==> config.mk <==
export PLATFORM = sky130hd
export DESIGN_NAME = ac_alu
export DESIGN_NICKNAME = d
export VERILOG_FILES = /design/src/rtl/mano_pkg.sv /design/src/rtl/alu_logic.sv /design/src/rtl/ac_alu.sv
export SDC_FILE = /design/constraint.sdc
export NUM_CORES = 1
export LEC_CHECK = 0
export ABC_AREA = 1
export CELL_PAD_IN_SITES_DETAIL_PLACEMENT = 1
export CELL_PAD_IN_SITES_GLOBAL_PLACEMENT = 2
export CORE_ASPECT_RATIO = 0.9
export CORE_UTILIZATION = 30
export CTS_BUF_LIST = sky130_fd_sc_hd__clkbuf_4 sky130_fd_sc_hd__clkbuf_8
export DETAILED_ROUTE_END_ITERATION = 8
export PLACE_DENSITY = 0.93
export SLEW_MARGIN = 20
export SYNTH_ARGS = -nofsm -noshare
export SYNTH_HDL_FRONTEND = slang
export SYNTH_SLANG_ARGS = --single-unit
==> constraint.sdc <==
create_clock -name CLK -period 5.22 [get_ports CLK]
set_input_delay 0.783 -clock CLK [delete_from_list [all_inputs] [get_ports CLK]]
set_output_delay 0.783 -clock CLK [all_outputs]
set_load 0.03 [all_outputs]
==> src/rtl/mano_pkg.sv <==
// ---------------------------------------------------------------------------
// mano_pkg
//   Shared definitions for the basic computer's accumulator datapath and the
//   control unit's decoder.
//   - AC_WIDTH / INPR_WIDTH : default datapath and input-character widths.
//   - OP_* : bit index of each AC operation inside the one-hot select
//            vector. Lower index means higher priority.
//   - ac_sel_t : one-hot AC-operation select.
//   - pri_select() : keeps only the highest-priority (lowest index) request.
// ---------------------------------------------------------------------------
package mano_pkg;

    localparam int AC_WIDTH   = 16;
    localparam int INPR_WIDTH = 8;

    localparam int OP_CLA = 0;
    localparam int OP_AND = 1;
    localparam int OP_ADD = 2;
    localparam int OP_LDA = 3;
    localparam int OP_INP = 4;
    localparam int OP_CMA = 5;
    localparam int OP_CIR = 6;
    localparam int OP_CIL = 7;
    localparam int OP_INC = 8;
    localparam int OP_NUM = 9;

    typedef logic [OP_NUM-1:0] ac_sel_t;

    // Isolate the lowest set bit: the request with the highest priority wins.
    function automatic ac_sel_t pri_select(input ac_sel_t raw);
        return raw & (~raw + ac_sel_t'(1));
    endfunction

endpackage

==> src/rtl/alu_logic.sv <==
// ---------------------------------------------------------------------------
// alu_logic
//   Purely combinational adder-and-logic circuit for the accumulator.
//   Ports:
//     ac      in   WIDTH     current accumulator
//     dr      in   WIDTH     data register operand
//     inpr    in   IN_WIDTH  input character
//     e       in   1         current E flip-flop
//     sel     in   OP_NUM    one-hot AC-operation select (all zero = hold)
//     next_ac out  WIDTH     accumulator result
//     next_e  out  1         E result (meaningful when e_write is set)
//     e_write out  1         selected operation produces a new E value
// ---------------------------------------------------------------------------
module alu_logic
    import mano_pkg::*;
#(
    parameter int WIDTH    = AC_WIDTH,
    parameter int IN_WIDTH = INPR_WIDTH
) (
    input  logic [WIDTH-1:0]    ac,
    input  logic [WIDTH-1:0]    dr,
    input  logic [IN_WIDTH-1:0] inpr,
    input  logic                e,
    input  ac_sel_t             sel,
    output logic [WIDTH-1:0]    next_ac,
    output logic                next_e,
    output logic                e_write
);

    // Bits of AC replaced by INP; the upper bits are kept.
    localparam logic [WIDTH-1:0] INP_MASK = WIDTH'({IN_WIDTH{1'b1}});

    logic [WIDTH:0] sum;

    // Extra MSB captures the carry out for E.
    assign sum = {1'b0, ac} + {1'b0, dr};

    always_comb begin
        next_ac = ac;
        next_e  = e;
        e_write = 1'b0;
        if (sel[OP_CLA]) begin
            next_ac = '0;
        end else if (sel[OP_AND]) begin
            next_ac = ac & dr;
        end else if (sel[OP_ADD]) begin
            next_ac = sum[WIDTH-1:0];
            next_e  = sum[WIDTH];
            e_write = 1'b1;
        end else if (sel[OP_LDA]) begin
            next_ac = dr;
        end else if (sel[OP_INP]) begin
            next_ac = (ac & ~INP_MASK) | WIDTH'(inpr);
        end else if (sel[OP_CMA]) begin
            next_ac = ~ac;
        end else if (sel[OP_CIR]) begin
            next_ac = {e, ac[WIDTH-1:1]};
            next_e  = ac[0];
            e_write = 1'b1;
        end else if (sel[OP_CIL]) begin
            next_ac = {ac[WIDTH-2:0], e};
            next_e  = ac[WIDTH-1];
            e_write = 1'b1;
        end else if (sel[OP_INC]) begin
            // Carry is discarded; E is untouched.
            next_ac = ac + WIDTH'(1);
        end
    end

endmodule

==> src/rtl/ac_alu.sv <==
// ---------------------------------------------------------------------------
// ac_alu
//   Accumulator AC, carry/link flip-flop E and their update logic.
//   Ports:
//     CLK      in   1         clock, updates on rising edge
//     CLR      in   1         asynchronous active-high reset (AC=0, E=0)
//     inDR     in   WIDTH     DR output
//     inINPR   in   IN_WIDTH  input character
//     CLA..INC in   1 each    AC operations, priority CLA>AND>ADD>LDA>INP>
//                             CMA>CIR>CIL>INC
//     CLE,CME  in   1 each    E clear / complement (CLE wins)
//     AC       out  WIDTH     accumulator
//     E        out  1         carry/link
//     AC_ZERO  out  1         AC == 0
//     AC_NEG   out  1         AC sign bit
// ---------------------------------------------------------------------------
module ac_alu
    import mano_pkg::*;
#(
    parameter int WIDTH    = AC_WIDTH,
    parameter int IN_WIDTH = INPR_WIDTH
) (
    input  logic                CLK,
    input  logic                CLR,
    input  logic [WIDTH-1:0]    inDR,
    input  logic [IN_WIDTH-1:0] inINPR,
    input  logic                CLA,
    input  logic                AND,
    input  logic                ADD,
    input  logic                LDA,
    input  logic                INP,
    input  logic                CMA,
    input  logic                CIR,
    input  logic                CIL,
    input  logic                INC,
    input  logic                CLE,
    input  logic                CME,
    output logic [WIDTH-1:0]    AC,
    output logic                E,
    output logic                AC_ZERO,
    output logic                AC_NEG
);

    if (IN_WIDTH > WIDTH) begin : g_width_check
        $error("ac_alu: IN_WIDTH must not exceed WIDTH");
    end

    logic [WIDTH-1:0] ac_p0;
    logic             e_p0;
    ac_sel_t          req;
    ac_sel_t          sel;
    logic             ac_load;
    logic [WIDTH-1:0] next_ac;
    logic             next_e;
    logic             e_write;

    // Requests packed so that bit index equals priority rank.
    assign req = {INC, CIL, CIR, CMA, INP, LDA, ADD, AND, CLA};
    assign sel = pri_select(req);
    assign ac_load = |sel;

    alu_logic #(
        .WIDTH    (WIDTH),
        .IN_WIDTH (IN_WIDTH)
    ) u_alu_logic (
        .ac      (ac_p0),
        .dr      (inDR),
        .inpr    (inINPR),
        .e       (e_p0),
        .sel     (sel),
        .next_ac (next_ac),
        .next_e  (next_e),
        .e_write (e_write)
    );

    // ---- stage p0: AC / E registers ----
    always_ff @(posedge CLK or posedge CLR) begin
        if (CLR) begin
            ac_p0 <= '0;
            e_p0  <= 1'b0;
        end else begin
            if (ac_load) begin
                ac_p0 <= next_ac;
            end
            // A carry-producing AC operation owns E that cycle.
            if (e_write) begin
                e_p0 <= next_e;
            end else if (CLE) begin
                e_p0 <= 1'b0;
            end else if (CME) begin
                e_p0 <= ~e_p0;
            end
        end
    end

    assign AC      = ac_p0;
    assign E       = e_p0;
    assign AC_ZERO = (ac_p0 == '0);
    assign AC_NEG  = ac_p0[WIDTH-1];

endmodule

After elaboration in Yosys (flattened, before gate mapping)
Cells that the tools add are included.
Widths: inputs -> output; s select.

word-level totals
  flip-flop bits (word level) = 17
  bits in latches = 0
  RAM bits = 0
  memory bits (read-only) = 0
  input bits = 37
  memories = 0

cells by class
  $add $sub $neg = 3
  multiply operators = 0
  divide/modulo/power cells = 0
  magnitude comparators = 0
  eq/ne operators = 6
  shift-type cells = 0
  mux-type cells = 28
  bitwise logic cells = 6
  reductions and logical operators = 6

operators by type and width
  kind                   number
  $mux 16                9
  $mux 1                 19
  $add 16x16->17         1
  $add 16x1->16 const B  1
  $and 16x16->16         1
  $logic_not 16->1       1
  $not 16->16            1
  $or 16x8->16           1
  $add 9x1->9 const B    1
  $and 9x9->9            1
  $ne 3x3->1 const B     3
  $not 9->9              1
  $reduce_bool 9->1      1
  $reduce_or 9->1        1
  $reduce_and 7->1       1
  $ne 2x2->1 const B     2
  $ne 4x4->1 const B     1
  $reduce_bool 3->1      1
  $reduce_and 2->1       1
  $not 1->1              1

Longest topological paths before layout
  depth in word-level cells = 13
  gate-level depth with buffers = 16

Modules after synthesis
Synthesis repeated with hierarchy kept, for this count alone.

unflattened totals
  cell total of the unflattened synthesis = 554
  area total of the unflattened synthesis = 3156.8 um^2

modules (own cells, without submodules)
  module     instances  cells each  area an instance (um^2)  seq. area each (um^2)
  alu_logic  1          441         2277.2                   0.0
  ac_alu     1          113         879.6                    425.4

Worst setup path before layout
OpenSTA, ideal clock, no wires.

  path type = reg-to-output
  start = register ac_p0[1], in the netlist AC[1]
  end = output port AC_ZERO
  arrival = 1.899 ns
  data required time = 4.437 ns
  setup slack = 2.538 ns
  stages on the path, launching flop included = 5
  cell sequence = dfrtp_1 > inv_1 > ha_1 > nand4_1 > nor4_1

between the ends
  cells in the longest elaborated chain, start to end = 1

RTL lines
  item                    RTL line      source
  start, declared         ac_alu.sv:48  logic [WIDTH-1:0] ac_p0;
  start signal, assigned  ac_alu.sv:83  ac_p0 <= next_ac;
  $logic_not 16->1        ac_alu.sv:98  assign AC_ZERO = (ac_p0 == '0);
  end, declared           ac_alu.sv:40  output logic AC_ZERO,

Every way passes these cells.

Worst setup path in the final report
  start = register ac_p0[0], in the netlist AC[0]
  end = output port AC_ZERO

The elaborated chain is that of the path after synthesis.

==> flow_metrics.py <==
metrics = {
    "power": {
        "power_density_nw_per_um2": 146,
        "p_leak_nw": 1.95,
        "vdd.ir_drop.worst_mv": 0.0742,
    },
    "synthesis": {
        "synthXorXnorAreaFrac_pct": 2.76,
        "ys_top_cells_by_area": "nand2_1, a21oi_1, dfrtp_1",
        "synth_fa_ha_area_share_pct": 7.72,
        "syn_area_um2": 3180,
        "synth_nets": 629,
        "yosysTopAreaCellShare_pct": 24.1,
        "ys_seq_elements": 17,
        "syn_area_per_cell_um2": 5.54,
        "synth_area_leader_cell": "nand2_1",
        "yosysWarnings": 0,
        "synth.mux.area_fraction_pct": 0,
        "synth_top_family_by_area": "simple AND/OR/NAND/NOR gates",
        "synth_simple_gate_area_share_pct": 44.1,
        "ys_types": 34,
        "netlist_instances": 573,
        "synth_compound_area_share_pct": 21.2,
        "ys_seq_area_share_pct": 13.4,
    },
    "timing": {
        "worst_hold_slack_ns": 0.711,
        "hold_viol": 0,
        "finalCriticalPeriod_ns": 3.08,
        "relSlewSlack_pct": 52.1,
        "rsz0062_at_grt": "no",
        "worstMarginPinSlew_ns": 0.717,
        "final.setup.tns_ns": 0,
        "finalSetupViolations": 0,
        "setup_slack_ns": 2.14,
        "fmax_ghz": 0.325,
        "post-route-period-util_pct": 58.9,
        "finClkSkew_ns": 0.00504,
        "slew_viol_final": 0,
    },
    "floorplan": {
        "ios": 56,
        "fp.dieH_um": 99.6,
        "die_w_um": 110,
        "core.rowCount": 35,
        "dieArea_um2": 11000,
        "initial_core_util_pct": 31.0,
        "core_area_um2": 10200,
    },
    "global_route": {
        "grt_pass1_wl_um": 20400,
        "globalRouteTotalUtil_pct": 22.8,
        "antenna_found_initial": 0,
        "grt_overflow": 0,
        "grt_max_degree": 31,
        "grt_pass1_vias": 3981,
    },
    "hold_path": {
        "min-delay-start": "AC[14]$_DFFE_PP0P_",
        "hold_class": "reg2reg",
    },
    "detailed_routing": {
        "via_count": 3899,
        "drtAntennaViolNets": 0,
        "vias_per_cell": 5.23,
        "post_drt_wl_per_cell_um": 16.6,
        "drc": 0,
        "drtIter0Drc": 182,
        "first_pass_iters": 4,
        "wl_um": 12400,
    },
    "placement": {
        "hpwl_um": 10200,
        "place_ws_ns": 1.80,
        "portBuffers": 55,
        "placed_area_um2": 3790,
        "gp_congestion": 0.868,
    },
    "flow_run": {
        "drv_cap": 0,
    },
    "finish": {
        "antenna-diode-count": 0,
        "area_growth_pct": 21.2,
        "layout-drive-gt1-share_pct": 4.05,
        "fin_area_um2": 3850,
        "fill_cells": 1429,
        "nets": 674,
    },
    "critical_path": {
        "critPathCaptureType": "output pin",
        "crit_start": "AC[0]$_DFFE_PP0P_",
        "cp_slowest_cell": "clkdlybuf4s50_1",
        "slowest_delay_ns": 0.73,
        "start_kind": "flop",
        "crit_path_max_fanout": 6,
        "worstPathCellList": "inv_1, ha_1, nand4_1, nor4_1, clkdlybuf4s50_1",
        "worstPathRequired_ns": 4.44,
        "path_class": "reg2out",
        "cp_data_arrival_time_ns": 2.29,
        "reg2reg_from": "AC[0]$_DFFE_PP0P_",
    },
    "cts": {
        "hold_buffers": 0,
        "tritoncts.num_buffers": 3,
        "cts.sinks": 17,
        "postCtsSetupBuffers": 0,
        "htreeDepth": 1,
        "cts.repair.resized": 0,
        "cts_root_buf": "clkbuf_8",
        "clk_pin_slew_worst_paths_ns": 0.07,
        "cts_buffer_depth": 2,
        "clk_latency_ns": 0.25,
        "tritoncts": "yes",
    },
    "run_status": {
        "status": "completed",
    },
}
[critical path, delay by kind of cell (launching register included)]
kind	cells	cell delay (ns)
fa+ha+maj	1	0.21
buf+inv	2	0.95
simple gates	2	0.40
flops	1	0.48
[Yosys cell counts]
library cell / count
a211oi_1: 1
a21oi_1: 85
a22oi_1: 2
buf_2: 8
buf_4: 5
buf_6: 1
clkbuf_1: 1
dfrtp_1: 17
fa_1: 1
ha_1: 18
inv_1: 64
inv_2: 3
nand2_1: 204
nand2_2: 2
nand2_4: 1
nand3_1: 41
nand3_4: 1
nand3b_1: 1
nand4_1: 9
nor2_1: 43
nor2_2: 3
nor2_4: 3
nor2_8: 4
nor3_1: 2
nor4_1: 1
o2111ai_1: 1
o211ai_1: 2
o21ai_0: 27
o21ai_1: 6
o21bai_1: 2
o221a_2: 2
or2_2: 2
xnor2_1: 3
xor2_1: 7
[state kept, by name (all words and copies together), names as in the netlist]
register  flops
AC           16
E             1
[logic make-up after synthesis]
logic type	after synthesis
AO/OA/AOI/OAI	128
XOR/XNOR	10
adder cells (fa/ha/maj)	19
buffers and inverters	82
flip-flops	17
AND/OR/NAND/NOR	317
[worst paths after layout]
path                                      end  slack [ns]  depth (start not counted)
max                                   AC_ZERO        2.14                          5
min                        AC[14]$_DFFE_PP0P_        0.71                          2
max reg2reg                AC[10]$_DFFE_PP0P_        2.77                         14
min reg2reg                AC[14]$_DFFE_PP0P_        0.71                          2
max in group asynchronous   AC[7]$_DFFE_PP0P_        3.82                          2
min in group asynchronous  AC[14]$_DFFE_PP0P_        0.94                          2
[area by class of cell]
class	count	area (um^2)	area share, %
clock buffers	4	48.8	1.27
inverters	67	251	6.53
multi-input cells	474	2410	62.6
flip-flops and latches	17	425	11.1
well taps	129	161	4.19
repair buffers	55	551	14.3
[placed cells by master (no fill, tap or decap), drive strengths merged, types with 3 or more instances in the layout]
master,netlist,routed
clkdlybuf4s50,0,55
nand3,42,42
ha,18,18
a21oi,85,85
xor2,7,7
clkbuf,1,4
inv,67,67
dfrtp,17,17
xnor2,3,3
o21ai,33,33
nand2,207,207
nor2,53,53
nand4,9,9
[layer usage]
layer / vias to the layer above / GRT usage [%] / wire length [um]
met5: - / 0 / 0
li1: 1965 / - / -
met3: 6 / 0.853 / 481
met1: 1855 / 31.5 / 5950
met2: 73 / 40.5 / 5860
met4: 0 / 3.08 / 82
[power breakdown]
part	total, mW	internal, mW	switching [mW]
Combinational	0.287	0.111	0.175
Clock	0.107	0.0594	0.0477
Sequential	0.170	0.141	0.0288
Total	0.563	0.312	0.252
[through the flow]
step                total power [mW]  utilization [%]  cells
CTS                            0.563             37.5    746
detailed placement             0.456             37.0    742
global placement               0.447             37.0    742
global route                   0.602             37.6    746
finish                         0.563             37.6    746
floorplan                      0.341                -    573
No activity file was read; power rests on OpenSTA's default activity.
==> variant 1: new RTL, same settings <==
Set the package constant `AC_WIDTH` to 24 (it was 16).
--- a/src/rtl/mano_pkg.sv
+++ b/src/rtl/mano_pkg.sv
@@ -12,3 +12,3 @@
 
-    localparam int AC_WIDTH   = 16;
+    localparam int AC_WIDTH   = 24;
     localparam int INPR_WIDTH = 8;
Ports: changed (resized AC and inDR); port bits go from 56 to 72. The function was not compared with the original's and may differ.
==> variant 1 against the original RTL <==
  * Final area up 49%
  * Synthesized area up 53%
  * Sequential cell count up 8
  * Largest cell class unchanged
  * Core utilization down 0.93 points
  * Total power up 49%
  * Synthesized cell count up 54%
  * Clock skew down 1.9 ps
  * Via count up 54%
  * Routed wire length up 63%
  * Setup slack worse by 400 ps
  * Critical path depth up 9
  * Critical path type is now primary input to flip-flop
==> variant 1: results (changes against the original RTL) <==
[yosys]
synth_area_leaders=nand2_1, dfrtp_1, a21oi_1
synthTopCellsByCount=nand2_1, a21oi_1, nor2_1, inv_1, nand3_1
syn_nets=952  ; +51%
yosysUniqueCellTypes=46  ; +35%
synth_seq_cells=25  ; +8

[global_routing]
met1_usage=0.361  ; +0.0457
grt_max_degree=40  ; +29%
met3_usage=0.00620  ; -0.00234

[power]
p_int_w=0.000433  ; +39%
netSwitchingFraction=0.484  ; +0.0372
p_leak_nw=2.70  ; +39%

[layout]
largest_register_ffs=24  ; +8
clk_share=0.00854  ; -0.00414
buffers=76  ; +38%
multi_input_area_share=0.648  ; +0.0215
inverters=89  ; +33%
buffer_area_frac=0.131  ; -0.0121
nFillCells=2186  ; +53%

[placement]
gp_congestion=0.868  ; about the same
placed_cell_area_mm2=0.00567  ; +49%
place_hpwl_mm=16.6  ; +62%

[route]
drt_iter0_drc=439  ; +140%
dr.pass1.iters=7  ; +3
postRouteWirelength_mm=20.2  ; +63%

[cts]
path_clk_slew_ps=100  ; +30 ps
clock_latency_ps=280  ; +30 ps

[worst_setup_path]
crit_arrival_ps=3650  ; +1360 ps
crit_start=ADD

[timing]
fin_ws_ps=1740  ; -398 ps

[outcome]
status=completed

-- variant 1: changes by cell type in the layout (fill, tap and decap cells not counted), sizes merged, moves of 8 or more --
| cell | change |
|---|---|
| a21oi | +52 |
| dfrtp | +8 |
| nand3 | +16 |
| inv | +20 |
| ha | +8 |
| nand2 | +72 |
| clkdlybuf4s50 | +16 |
| o21ai | +13 |
| nor2 | +63 |
-- variant 1: kinds of logic after synthesis --
family / share of synthesized area
flip-flops: 0.129
XOR/XNOR: 0.0235
buffers and inverters: 0.108
AND/OR/NAND/NOR: 0.419
adder cells (fa/ha/maj): 0.0712
AO/OA/AOI/OAI: 0.249
-- variant 1: worst reg2reg max path, delay by kind of cell (launching register included) --
| kind | cells | cell delay, ps |
|---|---|---|
| AOI/OAI and AO/OA | 4 | 540 |
| adders and majority gates | 2 | 800 |
| DFF | 1 | 630 |
| and+or+nand+nor | 5 | 620 |
| buffers and inverters | 2 | 210 |
==> variant 2: new RTL, same settings <==
Made on the original files. Put one more register stage on the output `AC`, with the module's reset. The value now appears one clock later. The other outputs are not delayed to match. Comments in the files are not updated.
--- a/src/rtl/ac_alu.sv
+++ b/src/rtl/ac_alu.sv
@@ -95,3 +95,9 @@
 
-    assign AC      = ac_p0;
+    always_ff @(posedge CLK or posedge CLR) begin
+        if (CLR) begin
+            AC <= '0;
+        end else begin
+            AC <= ac_p0;
+        end
+    end
     assign E       = e_p0;
Function: changed (a bounded check fails within 4 cycles, from zero or initial values).
==> variant 2 against the original RTL <==
  * Core utilization fell by 0.16 points
  * Non-clock buffer count rose by 2
  * Critical path depth unchanged
  * Cell count grew 3.8%
  * Total power grew 42%
  * Final area rose by 11%
  * Synthesized area up 11%
  * Routed wire length increased by 7.5%
  * Setup slack got worse by 75 ps
  * Sequential cell count rose by 16
==> variant 2: results (changes against the original RTL) <==
[outcome]
status=completed

[yosys]
synth_xor_area_frac=0.0173  ; -0.0102
syn_nets=624  ; -0.79%
yosysUniqueCellTypes=41  ; +21%
yosysSeqAreaShare=0.233  ; +0.0995
synth_area_leaders=dfrtp_1, nand2_1, a21oi_1

[worst_setup_path]
crit_arrival_ps=2370  ; +80 ps
crit_fanout=7  ; +1

[layout]
nFillCells=1538  ; +7.6%
final_cells=774  ; +3.8%
nets=673  ; -0.15%
layout-drive-gt1-share=0.0550  ; +0.0145

[cts]
numCtsBuffers=5  ; +2
htree_levels=2  ; +1
clock_latency_ps=290  ; +40 ps

[placement]
place_hpwl_mm=10.8  ; +5.4%
gp_congestion=0.864  ; -0.48%

[route]
routedWlPerCell_um=17.2  ; +3.6%
routed_via_density=5.23  ; about the same

[global_routing]
grt_pass1_vias=4297  ; +7.9%
grt_pass1_wl_mm=21.9  ; +7.3%
grt_max_degree=34  ; +9.7%
grt.total_usage=0.231  ; +0.00313

[timing]
tightest_slew_ps=895  ; +178 ps

[power]
ir_drop_v=0.0000711  ; -4.2%

[variant 2: changes by cell type after synthesis, moves of 3 or more]
cell,before,now
inv_1,64,61
nor2_1,43,47
nor2_8,4,0
a21oi_1,85,82
nand2_1,204,164
o22ai_1,0,3
nor2_4,3,7
nor3_1,2,6
dfrtp_1,17,33
nand3_1,41,53
[variant 2: cell type report]
cell class / count / area [um^2] / share of cell area
well taps: 156 / 195 / 0.0456
flip-flops and latches: 33 / 826 / 0.193
repair buffers: 57 / 566 / 0.132
clock buffers: 8 / 91.3 / 0.0214
multi-input cells: 458 / 2370 / 0.553
inverters: 62 / 233 / 0.0544
[variant 2: kinds of logic after synthesis]
| kind of cell | count (synthesis) |
|---|---|
| AO/OA/AOI/OAI | 131 |
| XOR/XNOR | 7 |
| adder cells (fa/ha/maj) | 19 |
| buffers and inverters | 77 |
| flip-flops | 33 |
| AND/OR/NAND/NOR | 301 |
[variant 2: final timing paths]
check | from | endpoint | slack, ps | cells after the start
hold / removal | ac_p0[6]$_DFFE_PP0P_ | AC[6]$_DFF_PP0_ | 570 | 0
min in group asynchronous | CLR | AC[7]$_DFF_PP0_ | 900 | 3
hold reg to reg | ac_p0[6]$_DFFE_PP0P_ | AC[6]$_DFF_PP0_ | 570 | 0
setup / recovery | ac_p0[0]$_DFFE_PP0P_ | AC_ZERO | 2070 | 5
max in group asynchronous | CLR | ac_p0[3]$_DFFE_PP0P_ | 4000 | 3
setup reg to reg | ac_p0[0]$_DFFE_PP0P_ | ac_p0[12]$_DFFE_PP0P_ | 2840 | 13
[variant 2: where the power goes]
group	total (W)	internal, W	switching, W
clock	0.000209	0.000110	0.0000987
sequential	0.000303	0.000273	0.0000298
combinational	0.000289	0.000111	0.000178
[variant 2: routing by layer]
metal | track usage | vias up | routed length [um]
met1 | 0.308 | 1944 | 6170
met3 | 0.0278 | 26 | 604
met2 | 0.386 | 84 | 6260
li1 | - | 1991 | -
met5 | 0 | - | 0
met4 | 0.0696 | 0 | 260
[variant 2: per-stage QoR]
step	worst slack, ps	utilization	cell area, um^2
after floorplan	2670	-	3540
after global placement	2030	0.366	4190
after detailed placement	1890	0.366	4190
after CTS	2100	0.374	4280
after global routing	1980	0.374	4280
final	2070	0.374	4280
